==> src/rtl/sr_latch_ctrl.sv <==
// Round-robin controller sharing one SR latch between NREQ requesters.
// Each grant drives a fixed s/r pulse, a quiet gap, then checks q against the expected level.
module sr_latch_ctrl #(
    parameter int NREQ      = 4,
    parameter int PULSE_CYC = 2,
    parameter int GAP_CYC   = 1
) (
    input  logic                    clk,
    input  logic                    rst,
    input  logic [NREQ-1:0]         req_valid,
    input  logic [NREQ-1:0]         req_set,
    output logic [NREQ-1:0]         req_ready,
    input  logic                    q,
    output logic                    s,
    output logic                    r,
    output logic                    busy,
    output logic                    done,
    output logic                    err,
    output logic [$clog2(NREQ)-1:0] gnt_id
);

    localparam int IDW  = $clog2(NREQ);
    localparam int MAXC = (PULSE_CYC > GAP_CYC) ? PULSE_CYC : GAP_CYC;
    localparam int CW   = $clog2(MAXC + 1);

    localparam logic [CW-1:0]   PULSE_LD = CW'(PULSE_CYC - 1);
    localparam logic [CW-1:0]   GAP_LD   = CW'(GAP_CYC - 1);
    localparam logic [NREQ-1:0] ONE_HOT0 = NREQ'(1);
    localparam logic [IDW:0]    NREQ_W   = (IDW+1)'(NREQ);
    localparam logic [IDW-1:0]  LAST_ID  = IDW'(NREQ - 1);

    typedef enum logic [1:0] {
        ST_IDLE,
        ST_PULSE,
        ST_GAP
    } state_t;

    state_t          r_state;
    logic            r_exp;
    logic [IDW-1:0]  r_ptr;
    logic [IDW-1:0]  r_gnt;
    logic [CW-1:0]   r_cnt;
    logic            r_s;
    logic            r_r;

    state_t          w_state_nxt;
    logic            w_exp_nxt;
    logic [IDW-1:0]  w_ptr_nxt;
    logic [IDW-1:0]  w_gnt_nxt;
    logic [CW-1:0]   w_cnt_nxt;
    logic            w_found;
    logic [IDW-1:0]  w_win_idx;
    logic [IDW:0]    w_sum;

    // First valid requester scanning upward from r_ptr, wrapping at NREQ.
    always_comb begin
        w_found   = 1'b0;
        w_win_idx = '0;
        w_sum     = '0;
        for (int unsigned k = 0; k < NREQ; k++) begin
            w_sum = {1'b0, r_ptr} + (IDW+1)'(k);
            if (w_sum >= NREQ_W) begin
                w_sum = w_sum - NREQ_W;
            end
            if (!w_found && req_valid[w_sum[IDW-1:0]]) begin
                w_found   = 1'b1;
                w_win_idx = w_sum[IDW-1:0];
            end
        end
    end

    always_comb begin
        w_state_nxt = r_state;
        w_exp_nxt   = r_exp;
        w_ptr_nxt   = r_ptr;
        w_gnt_nxt   = r_gnt;
        w_cnt_nxt   = r_cnt;
        req_ready   = '0;
        case (r_state)
            ST_IDLE: begin
                if (w_found) begin
                    req_ready   = rst ? '0 : (ONE_HOT0 << w_win_idx);
                    w_state_nxt = ST_PULSE;
                    w_exp_nxt   = req_set[w_win_idx];
                    w_gnt_nxt   = w_win_idx;
                    w_ptr_nxt   = (w_win_idx == LAST_ID) ? '0 : w_win_idx + IDW'(1);
                    w_cnt_nxt   = PULSE_LD;
                end
            end
            ST_PULSE: begin
                if (r_cnt != '0) begin
                    w_cnt_nxt = r_cnt - CW'(1);
                end else begin
                    w_cnt_nxt   = GAP_LD;
                    w_state_nxt = ST_GAP;
                end
            end
            ST_GAP: begin
                if (r_cnt != '0) begin
                    w_cnt_nxt = r_cnt - CW'(1);
                end else begin
                    w_state_nxt = ST_IDLE;
                end
            end
            default: begin
                w_state_nxt = ST_IDLE;
            end
        endcase
    end

    // s and r are registered from the next state so both can never be high together.
    always_ff @(posedge clk) begin
        if (rst) begin
            r_state <= ST_IDLE;
            r_exp   <= 1'b0;
            r_ptr   <= '0;
            r_gnt   <= '0;
            r_cnt   <= '0;
            r_s     <= 1'b0;
            r_r     <= 1'b0;
        end else begin
            r_state <= w_state_nxt;
            r_exp   <= w_exp_nxt;
            r_ptr   <= w_ptr_nxt;
            r_gnt   <= w_gnt_nxt;
            r_cnt   <= w_cnt_nxt;
            r_s     <= (w_state_nxt == ST_PULSE) &&  w_exp_nxt;
            r_r     <= (w_state_nxt == ST_PULSE) && !w_exp_nxt;
        end
    end

    assign s      = r_s;
    assign r      = r_r;
    assign busy   = (r_state != ST_IDLE);
    assign done   = (r_state == ST_GAP) && (r_cnt == '0);
    assign err    = done && (q != r_exp);
    assign gnt_id = r_gnt;

endmodule

==> config.mk <==
export PLATFORM = sky130hd
export DESIGN_NAME = sr_latch_ctrl
export DESIGN_NICKNAME = d
export VERILOG_FILES = /design/src/rtl/sr_latch_ctrl.sv
export SDC_FILE = /design/constraint.sdc
export NUM_CORES = 1
export LEC_CHECK = 0
export BUFFER_PORTS_ARGS = -buffer_cell sky130_fd_sc_hd__buf_4
export CORE_MARGIN = 2
export CORE_UTILIZATION = 46
export CTS_CLUSTER_SIZE = 24
export DETAILED_ROUTE_END_ITERATION = 8
export HOLD_SLACK_MARGIN = 0.05
export PLACE_DENSITY_LB_ADDON = 0.25
export SYNTH_ARGS = -nofsm -noshare
export SYNTH_HDL_FRONTEND = slang
export SYNTH_SLANG_ARGS = --single-unit
==> constraint.sdc <==
create_clock -name clk -period 1.6 [get_ports clk]
set_input_delay 0.16 -clock clk [delete_from_list [all_inputs] [get_ports clk]]
set_output_delay 0.16 -clock clk [all_outputs]
set_load 0.1 [all_outputs]
==> impl_results.md, run 1 <==
- Status: finished, violations left
- Failing checks: setup timing
- Post-synthesis register bit count: 11
- Crit path cell chain: mux2i_1 -> nor2_1 -> nor3_2 -> inv_1 -> ha_2 -> and2_4 -> buf_12
- Highest clock rate: 500 MHz
- Max Cap Viol: 0
- Pre-antenna DRT Iters: 4
- Initial antenna violation count: 0
- Iter 0 DRT Violations: 12
- FF-to-FF End: r
- Clk root buf: clkbuf_4
- Final WL: ~2200 um
- Cts bufs inserted: 3
- Synthesized area: 830 um2
- Post-DP HPWL: 1490 um
- Avg Inst Size Synth: approximately 8.6 um2
- # setup viols final: 6
- Largest net degree at the start of global routing: 11
- Area of the core: 0.00171 mm2
- Overall Global Routing Usage: a little over a fifth
- TritonCTS clock tree: done
- Clock-pin slew on the worst setup and hold paths: 0.07 ns
- Final-report max-slew violation count: 0
- Cell depth of the worst setup path: 7
- Nature of the critical path startpoint: flop
- Setup slack, reg-to-reg: -0.02 ns
- Initial core utilization: 48.6%
- Power per Cell Area: approximately 1300 mW/mm2
- Met2 Use GR: 37.2%
- Global route total overflow: 0
- Worst-margin pin slew: 0.310 ns
- Gr busiest metal: met2
- Worst Hold Depth: 2
- Most frequent cells in the layout: 41 x buf_4, 9 x nor2_1, 8 x inv_1, 8 x dfxtp_1, 7 x and2_4
- Hold_sp: rst
- First-pass GRT wire length: around 3200 um
- Leakage: 0.639 nW
- Worst Slack Setup Final: -0.400 ns
- WL per Instance: between 10 and 15 um
- Synth Instances: 97
- Relative slew slack: 79.2%
- Final nets: 170
- Clock Path Buffers: 2
- Crit path max-delay family: simple AND/OR/NAND/NOR gates
- Cell count of the worst reg-to-reg path: 6
- Die H: between 40 and 50 um
- Hold Slack: 0.139 ns
- Slowest-stage cell, CP: dfxtp_4
- Share of cells above drive strength 1: 55.5%
- Crit path required time: 1.44 ns
- Worst-skew pair later-pin latency: 0.26 ns
- Ports: 22
- Peak fanout along the critical path: 4
- Die area: 0.00216 mm2
- VDD IR max: approximately 0.83 mV
- M1 GR Usage: between 20 and 25%
- Antenna Nets Post-Route: 0
- Fraction of registers with async set/reset: 0%
- Number of fill cells: 97
- Tmin final: 2.00 ns
- Crit-path max cell delay: between 0.3 and 0.4 ns
- CP bufs+invs: 2
- Endpoint, Worst Hold: r_cnt[1]
- Final Hold Vio Count: 0
- Antenna diodes: 0
- Hold_buf cts: 0
- Number of global-route vias before repair: 745
- DIE WIDTH: 46.5 um
- Port Buf Inserts: 21
- Library cells used by synthesis: 34
- Post-synth EDFFs: 0
- Final period util: 125%
- Grt met3 use: 2.35%
- Worst setup path category: flop to output port
- Synth-to-layout area growth: 71.5%
- Commonest non-fill, non-tap cell in the layout: buf_4
- Top_reg_cell synth: dfxtp_1
- RePlAce Congestion: slightly below 0.9
- Synthesis warning total: 0
- Remaining DRCs: 0
- Post-synthesis sequential area ratio: 26.5%
- Placed instance count: 162
- Vias: 849
- Syn nets: 120
- RSZ-0062 raised after global routing: yes
- HP Class: primary input to flop
- Vias per inst: 4.96
- Clk_skew: 0.000892 ns
- Worst EP arrival: between 1.5 and 2 ns
- Non-Filler Instances: 171
- Clock sinks: 11
- Critical R2R Launch: r_ptr[1]
- Worst Setup End Kind: output port
- CTS H-tree depth: 1
- Row count: 15
## cell usage after synthesis (2+ instances only)
cell type	number	share of area, %
ha_1	12	18
dfxtp_1	11	27
inv_1	10	4.5
nor2_1	9	4.1
and2_1	6	4.5
nand2_1	5	2.3
a21oi_1	4	2.4
a31oi_1	3	2.3
nor2b_1	3	2.3
o21ai_0	3	1.8
a221o_1	2	2.4
buf_6	2	2.7
mux2i_1	2	2.4
nand2b_1	2	1.5
nand4_1	2	1.5
nor3_1	2	1.2
o31ai_1	2	1.8
## layout make-up
cell class | count | area, um2 | area share [%]
sequential | 11 | 226 | 15.9
timing repair buffer | 47 | 419 | 29.5
multi-input combinational | 74 | 682 | 47.9
tap | 25 | 31.3 | 2.20
clock buffer | 4 | 26.3 | 1.85
inverter | 10 | 37.5 | 2.64
## report_power, final
group	internal, mW	switching [mW]	total (mW)
Combinational	0.542	0.726	1.27
Clock	0.0965	0.0918	0.188
Sequential	0.341	0.0445	0.385
Total	0.979	0.863	1.84
## repair_timing
action                     CTS  global route
setup endpoints to repair   10            13
pin swaps                    9             9
resized for setup           23            19
setup buffers                3             2
## flip-flops by register name, summed over array words and instances, names as in the netlist
| signal | cells |
|---|---|
| r_state | 2 |
| s | 1 |
| r_exp | 1 |
| r_cnt | 2 |
| gnt_id | 2 |
| r_ptr | 2 |
| r | 1 |
## per-layer routing
metal,part of all wire (%),up-vias
met1,42,392
li1,-,436
met3,2.6,4
met5,0,-
met4,1.7,0
met2,53,17
## worst max-delay path by stage
stage	to	start	slack, ns
floorplan	req_ready[0]	r_ptr[1]	0.0005
global placement	req_ready[1]	r_ptr[1]	-0.13
detailed placement	req_ready[1]	r_ptr[1]	-0.23
CTS	req_ready[1]	r_ptr[1]	-0.40
global route	req_ready[0]	r_ptr[1]	-0.53
finish	req_ready[2]	r_ptr[1]	-0.40
## worst register-to-register path, delay by kind of cell (launching register included)
kind                   cells  cell delay [ns]
AO/OA/AOI/OAI              2             0.59
buffers and inverters      1             0.13
flip-flops                 1             0.37
AND/OR/NAND/NOR            3             0.44
## logic make-up after synthesis
group                    count (synthesis)  share of synthesized area, %
AO/OA/AOI/OAI                           24                          21.1
XOR/XNOR                                 1                          1.06
adder cells (fa/ha/maj)                 12                          18.1
buffers and inverters                   12                          7.24
flip-flops                              11                          26.5
multiplexers                             2                          2.41
AND/OR/NAND/NOR                         35                          23.5
## per-stage QoR
stage / cell area (um2) / setup TNS [ns] / util, % / worst slack (ns) / total power, mW
finish: 1420 / -1.60 / 83.3 / -0.400 / 1.84
global route: 1420 / -2.21 / 83.3 / -0.528 / 1.96
CTS: 1320 / -1.62 / 77.3 / -0.397 / 1.73
detailed placement: 1180 / -1.02 / 69.0 / -0.230 / 1.44
global placement: 1180 / -0.466 / 69.0 / -0.128 / 1.42
floorplan: 855 / 0 / - / 0.000488 / 1.11
Note: power is estimated with default switching activity, not from simulation.
==> run 2, diff against run 1 <==
==> constraint.sdc (replaced) <==
create_clock -name clk -period 1.65 [get_ports clk]
set_input_delay 0.165 -clock clk [delete_from_list [all_inputs] [get_ports clk]]
set_output_delay 0.165 -clock clk [all_outputs]
set_load 0.02 [all_outputs]
==> impl_results.md, run 2 (synthesis results as in run 1) <==
- Peak fanout along the critical path: 4 (unchanged)
- Cts bufs inserted: 3 (unchanged)
- Relative slew slack: 81.9% (was 79.2%)
- Area of the core: 0.00171 mm2 (unchanged)
- Ports: 22 (unchanged)
- Initial core utilization: 48.6% (unchanged)
- Setup slack, reg-to-reg: 0.11 ns (was -0.02 ns)
- Clk_skew: 0.00113 ns (was 0.000892 ns)
- Antenna Nets Post-Route: 0 (unchanged)
- Hold Slack: 0.145 ns (was 0.139 ns)
- Highest clock rate: 543 MHz
- RSZ-0062 raised after global routing: yes (unchanged)
- Power per Cell Area: 1080 mW/mm2 (was 1290 mW/mm2)
- Worst-margin pin slew: 0.270 ns (was 0.310 ns)
- Number of global-route vias before repair: 750 (was 745)
- Crit-path max cell delay: 0.37 ns (about the same)
- Vias: 810 (was 849)
- Final Cell Area: 0.00122 mm2 (was 0.00142 mm2)
- Worst EP arrival: 1.68 ns (was 1.84 ns)
- RePlAce Congestion: 0.828 (was 0.888)
- Critical R2R Launch: r_ptr[1] (unchanged)
- WL per Instance: 12.4 um (was 12.8 um)
- TritonCTS clock tree: done (unchanged)
- Tmin final: 1.84 ns
- Synth-to-layout area growth: 46.6% (was 71.5%)
- Worst setup path category: flop to output port (unchanged)
- Hold_buf cts: 0 (unchanged)
- First-pass GRT wire length: 3080 um (was 3170 um)
- Cell count of the worst reg-to-reg path: 7 (was 6)
- Row count: 15 (unchanged)
- VDD IR max: 0.625 mV (was 0.834 mV)
- Worst Setup End Kind: output port (unchanged)
- Largest net degree at the start of global routing: 11 (unchanged)
- Initial antenna violation count: 0 (unchanged)
- Final Hold Vio Count: 0 (unchanged)
- Remaining DRCs: 0 (unchanged)
- Placed inst area: 0.00108 mm2 (was 0.00118 mm2)
- Clock Path Buffers: 2 (unchanged)
- Clk root buf: clkbuf_4 (unchanged)
- Slowest-stage cell, CP: dfxtp_4 (unchanged)
- Final-report max-slew violation count: 0 (unchanged)
- Nature of the critical path startpoint: flop (unchanged)
- Final WL: 1960 um (was 2180 um)
- DIE WIDTH: 46.5 um (unchanged)
- Pre-antenna DRT Iters: 4 (unchanged)
- Failing checks: setup timing (unchanged)
- Iter 0 DRT Violations: 9 (was 12)
- Die area: 0.00216 mm2 (unchanged)
- FF-to-FF End: r_ptr[1] (was r)
- Crit path required time: 1.48 ns (was 1.44 ns)
- Leakage: 0.550 nW (was 0.639 nW)
- Antenna diodes: 0 (unchanged)
- CTS H-tree depth: 1 (unchanged)
- Commonest non-fill, non-tap cell in the layout: buf_4 (unchanged)
- Vias per inst: 5.13 (was 4.96)
- Post-DP HPWL: 1370 um (was 1490 um)
- Die H: 46.5 um (unchanged)
- Final nets: 157 (was 170)
- Worst-skew pair later-pin latency: 0.27 ns (was 0.26 ns)
- # setup viols final: 4 (was 6)
- Crit path cell chain: nand2b_1 -> a21oi_2 -> nor3_2 -> buf_4 -> ha_1 -> and2_4 -> buf_6 (was mux2i_1 -> nor2_1 -> nor3_2 -> inv_1 -> ha_2 -> and2_4 -> buf_12)
- Number of fill cells: 131 (was 97)
- Worst Slack Setup Final: -0.193 ns (was -0.400 ns)
- Final period util: 112%
- Sum of negative setup slack: -0.673 ns (was -1.60 ns)
- Overall Global Routing Usage: 20.4% (was 21.3%)
- HP Class: primary input to flop (unchanged)
- Clock sinks: 11 (unchanged)
- Worst Hold Depth: 2 (unchanged)
- Hold_sp: rst (unchanged)
- Most frequent cells in the layout: 30 x buf_4, 9 x inv_1, 8 x dfxtp_1, 7 x nor2_1 (was 41 x buf_4, 9 x nor2_1, 8 x inv_1, 8 x dfxtp_1, 7 x and2_4)
- Port Buf Inserts: 21 (unchanged)
- Endpoint, Worst Hold: r_ptr[1] (was r_cnt[1])
- Clock-pin slew on the worst setup and hold paths: 0.07 ns (about the same)
- Max Cap Viol: 0 (unchanged)
- Global route total overflow: 0 (unchanged)
- Share of cells above drive strength 1: 50.4% (was 55.5%)
- Status: finished, violations left (unchanged)
## run 2: cell types whose count changed in the layout (fill, tap and decap cells not counted), moves of 2 or more
cell     before  now
buf_6         1    4
ha_4          5    0
ha_2          2    6
o31ai_1       0    2
buf_4        41   30
buf_12        5    0
nor2_1        9    7
## run 2: layout make-up
type | count | area (um2) | area share [%]
well taps | 25 | 31.3 | 2.57
flip-flops and latches | 11 | 229 | 18.8
repair buffers | 34 | 270 | 22.2
clock buffers | 4 | 26.3 | 2.16
inverters | 10 | 37.5 | 3.09
multi-input cells | 74 | 622 | 51.1
## run 2: worst max-delay path by stage
stage	endpoint	cells after the start	startpoint
after floorplan	r_cnt[1]	7	r_state[0]
after global placement	r	7	r_state[0]
after detailed placement	req_ready[1]	7	r_ptr[1]
after CTS	req_ready[1]	7	r_ptr[1]
after global routing	req_ready[3]	7	r_ptr[1]
final	req_ready[1]	7	r_ptr[1]
## run 2: layer usage
layer | vias to the layer above | share of wire [%] | GRT usage, % | wire, um
met2 | 19 | 52 | 33.9 | 1010
met4 | 0 | 2.5 | 10.3 | 50
met3 | 6 | 3.8 | 6.27 | 74
met1 | 373 | 42 | 23.2 | 824
met5 | - | 0 | 0 | 0
li1 | 412 | - | - | -
## run 2: where the power goes
group,internal (mW),total [mW],switching (mW)
sequential,0.333,0.379,0.0464
combinational,0.382,0.751,0.369
clock,0.0936,0.186,0.0925
## run 2: worst max-delay path: cells and delay by family, from the launching register on
family	cells	cell delay [ns]
simple gates	3	0.39
buf+inv	2	0.27
flops	1	0.37
fa+ha+maj	1	0.20
compound gates	1	0.18
## run 2: per-stage QoR
| step | cells | power, mW | setup slack [ns] | util, % |
|---|---|---|---|---|
| 2_1_floorplan | 97 | 0.776 | 0.0223 | - |
| 3_3_place_gp | 151 | 0.984 | 0.0772 | 63.0 |
| 3_5_place_dp | 151 | 0.998 | 0.0243 | 63.0 |
| 4_1_cts | 158 | 1.26 | -0.167 | 68.5 |
| 5_1_grt | 158 | 1.42 | -0.292 | 71.2 |
| 6_report | 158 | 1.32 | -0.193 | 71.2 |
## run 2: what timing repair did
action,in CTS,in global routing
cloned,0,0
buffers inserted,3,0
gates resized for setup,17,15
endpoints found under the setup margin,4,11
pin swaps,4,5
==> run 3, diff against run 2 <==
--- a/config.mk
+++ b/config.mk
@@ -15,3 +15,4 @@
 export SYNTH_ARGS = -nofsm -noshare
 export SYNTH_HDL_FRONTEND = slang
 export SYNTH_SLANG_ARGS = --single-unit
+export TNS_END_PERCENT = 1
==> impl_results.md, run 3 (synthesis results as in run 1) <==
- Die area: 0.00216 mm2 (unchanged)
- HP Class: primary input to flop (unchanged)
- # setup viols final: 4 (unchanged)
- Worst Setup End Kind: output port (unchanged)
- Clk root buf: clkbuf_4 (unchanged)
- Global route total overflow: 0 (unchanged)
- Final WL: 1930 um (was 1960 um)
- Failing checks: setup timing (unchanged)
- Worst-margin pin slew: 0.272 ns (was 0.270 ns)
- Antenna Nets Post-Route: 0 (unchanged)
- Cts bufs inserted: 3 (unchanged)
- Commonest non-fill, non-tap cell in the layout: buf_4 (unchanged)
- Worst setup path category: flop to output port (unchanged)
- Crit path required time: 1.48 ns (about the same)
- Worst Hold Depth: 2 (unchanged)
- Post-DP HPWL: 1370 um (unchanged)
- Hold Slack: 0.137 ns (was 0.145 ns)
- Clock-pin slew on the worst setup and hold paths: 0.07 ns (about the same)
- Iter 0 DRT Violations: 11 (was 9)
- Worst Slack Setup Final: -0.249 ns (was -0.193 ns)
- Final nets: 157 (unchanged)
- Cell count of the worst reg-to-reg path: 5 (was 7)
- Vias: 801 (was 810)
- Initial core utilization: 48.6% (unchanged)
- Peak fanout along the critical path: 4 (unchanged)
- Synth-to-layout area growth: 48.1% (was 46.6%)
- Initial antenna violation count: 0 (unchanged)
- Share of cells above drive strength 1: 48.9% (was 50.4%)
- RSZ-0062 raised after global routing: yes (unchanged)
- RePlAce Congestion: 0.828 (unchanged)
- Max Cap Viol: 0 (unchanged)
- First-pass GRT wire length: 3020 um (was 3080 um)
- Setup slack, reg-to-reg: 0.10 ns (was 0.11 ns)
- TritonCTS clock tree: done (unchanged)
- Die H: 46.5 um (unchanged)
- Pre-antenna DRT Iters: 4 (unchanged)
- Final period util: 115% (was 112%)
- Pre-CTS WS: 0.0243 ns (unchanged)
- VDD IR max: 0.588 mV (was 0.625 mV)
- Final Hold Vio Count: 0 (unchanged)
- WL per Instance: 12.2 um (was 12.4 um)
- Clk_skew: 0.00294 ns (was 0.00113 ns)
- Clock sinks: 11 (unchanged)
- Row count: 15 (unchanged)
- Worst-skew pair later-pin latency: 0.28 ns (was 0.27 ns)
- Remaining DRCs: 0 (unchanged)
- Sum of negative setup slack: -0.831 ns (was -0.673 ns)
- Highest clock rate: 527 MHz (was 543 MHz)
- Vias per inst: 5.07 (was 5.13)
- Nature of the critical path startpoint: flop (unchanged)
- Power per Cell Area: 1070 mW/mm2 (was 1080 mW/mm2)
- Number of global-route vias before repair: 741 (was 750)
- Status: finished, violations left (unchanged)
- Worst EP arrival: 1.73 ns (was 1.68 ns)
- DIE WIDTH: 46.5 um (unchanged)
- Port Buf Inserts: 21 (unchanged)
- Clock Path Buffers: 2 (unchanged)
- Hold_buf cts: 0 (unchanged)
- Overall Global Routing Usage: 19.9% (was 20.4%)
- CTS H-tree depth: 1 (unchanged)
- Ports: 22 (unchanged)
- Antenna diodes: 0 (unchanged)
- Area of the core: 0.00171 mm2 (unchanged)
- Relative slew slack: 81.7% (was 81.9%)
- Leakage: 0.550 nW (about the same)
- Largest net degree at the start of global routing: 11 (unchanged)
- Final-report max-slew violation count: 0 (unchanged)
- Most frequent cells in the layout: 30 x buf_4, 9 x inv_1, 7 x nor2_1, 7 x dfxtp_1, 6 x ha_1 (was 30 x buf_4, 9 x inv_1, 8 x dfxtp_1, 7 x nor2_1)
- Tmin final: 1.90 ns (was 1.84 ns)
- Number of fill cells: 127 (was 131)
-- run 3: cell count changes in the layout (fill, tap and decap cells not counted), moves of 2 or more --
cell and change:
ha_4 +2, ha_2 -2, and2_1 +2, and2_4 -2
-- run 3: report_power, final --
group / total, mW / switching, mW / leakage (nW) / internal, mW
Sequential: 0.381 / 0.0475 / 0.0928 / 0.334
Clock: 0.189 / 0.0956 / 0.0150 / 0.0939
Combinational: 0.750 / 0.372 / 0.442 / 0.378
Total: 1.32 / 0.515 / 0.550 / 0.806
-- run 3: path summary, 6_finish.rpt --
path	from	to
max	r_ptr[1]	req_ready[0]
max reg2reg	r_ptr[1]	r
min	rst	r_cnt[1]
min reg2reg	gnt_id[1]	gnt_id[1]
-- run 3: routing by layer --
metal  share of wire (%)  global-route usage [%]  vias to the layer above  wire length [um]
met5                   0                       0                        -                 0
met4                 2.5                    8.57                        0                48
met3                 3.8                    5.88                        6                74
met2                  50                    33.3                       18               968
met1                  43                    23.2                      365               840
li1                    -                       -                      412                 -
-- run 3: worst max-delay path: stages (launching register included) --
cell and delay [ns]:
dfxtp_4 0.38, nand2_2 0.08, a221o_1 0.34, and2_4 0.17, inv_2 0.08, ha_2 0.15, and2_1 0.13, buf_6 0.12
-- run 3: area by class of cell --
type	count	area [um2]	area share [%]
Multi-Input combinational cell	74	633	51.5
Timing Repair Buffer	34	270	22.0
Sequential cell	11	230	18.7
Inverter	10	37.5	3.05
Tap cell	25	31.3	2.55
Clock buffer	4	26.3	2.14
-- run 3: timing repair --
action	CTS	global route
endpoints found under the setup margin	4	11
gates cloned	0	0
setup buffers	3	0
pin swaps	4	6
endpoints found under the hold margin	0	0
resized for setup	15	17
-- run 3: metrics by stage --
step	cell area [um2]	power [mW]	util, %	std cells
4_1_cts	1160	1.25	68.2	158
2_1_floorplan	835	0.776	-	97
6_report	1230	1.32	71.9	158
5_1_grt	1230	1.42	71.9	158
3_5_place_dp	1080	0.998	63.0	151
3_3_place_gp	1080	0.984	63.0	151
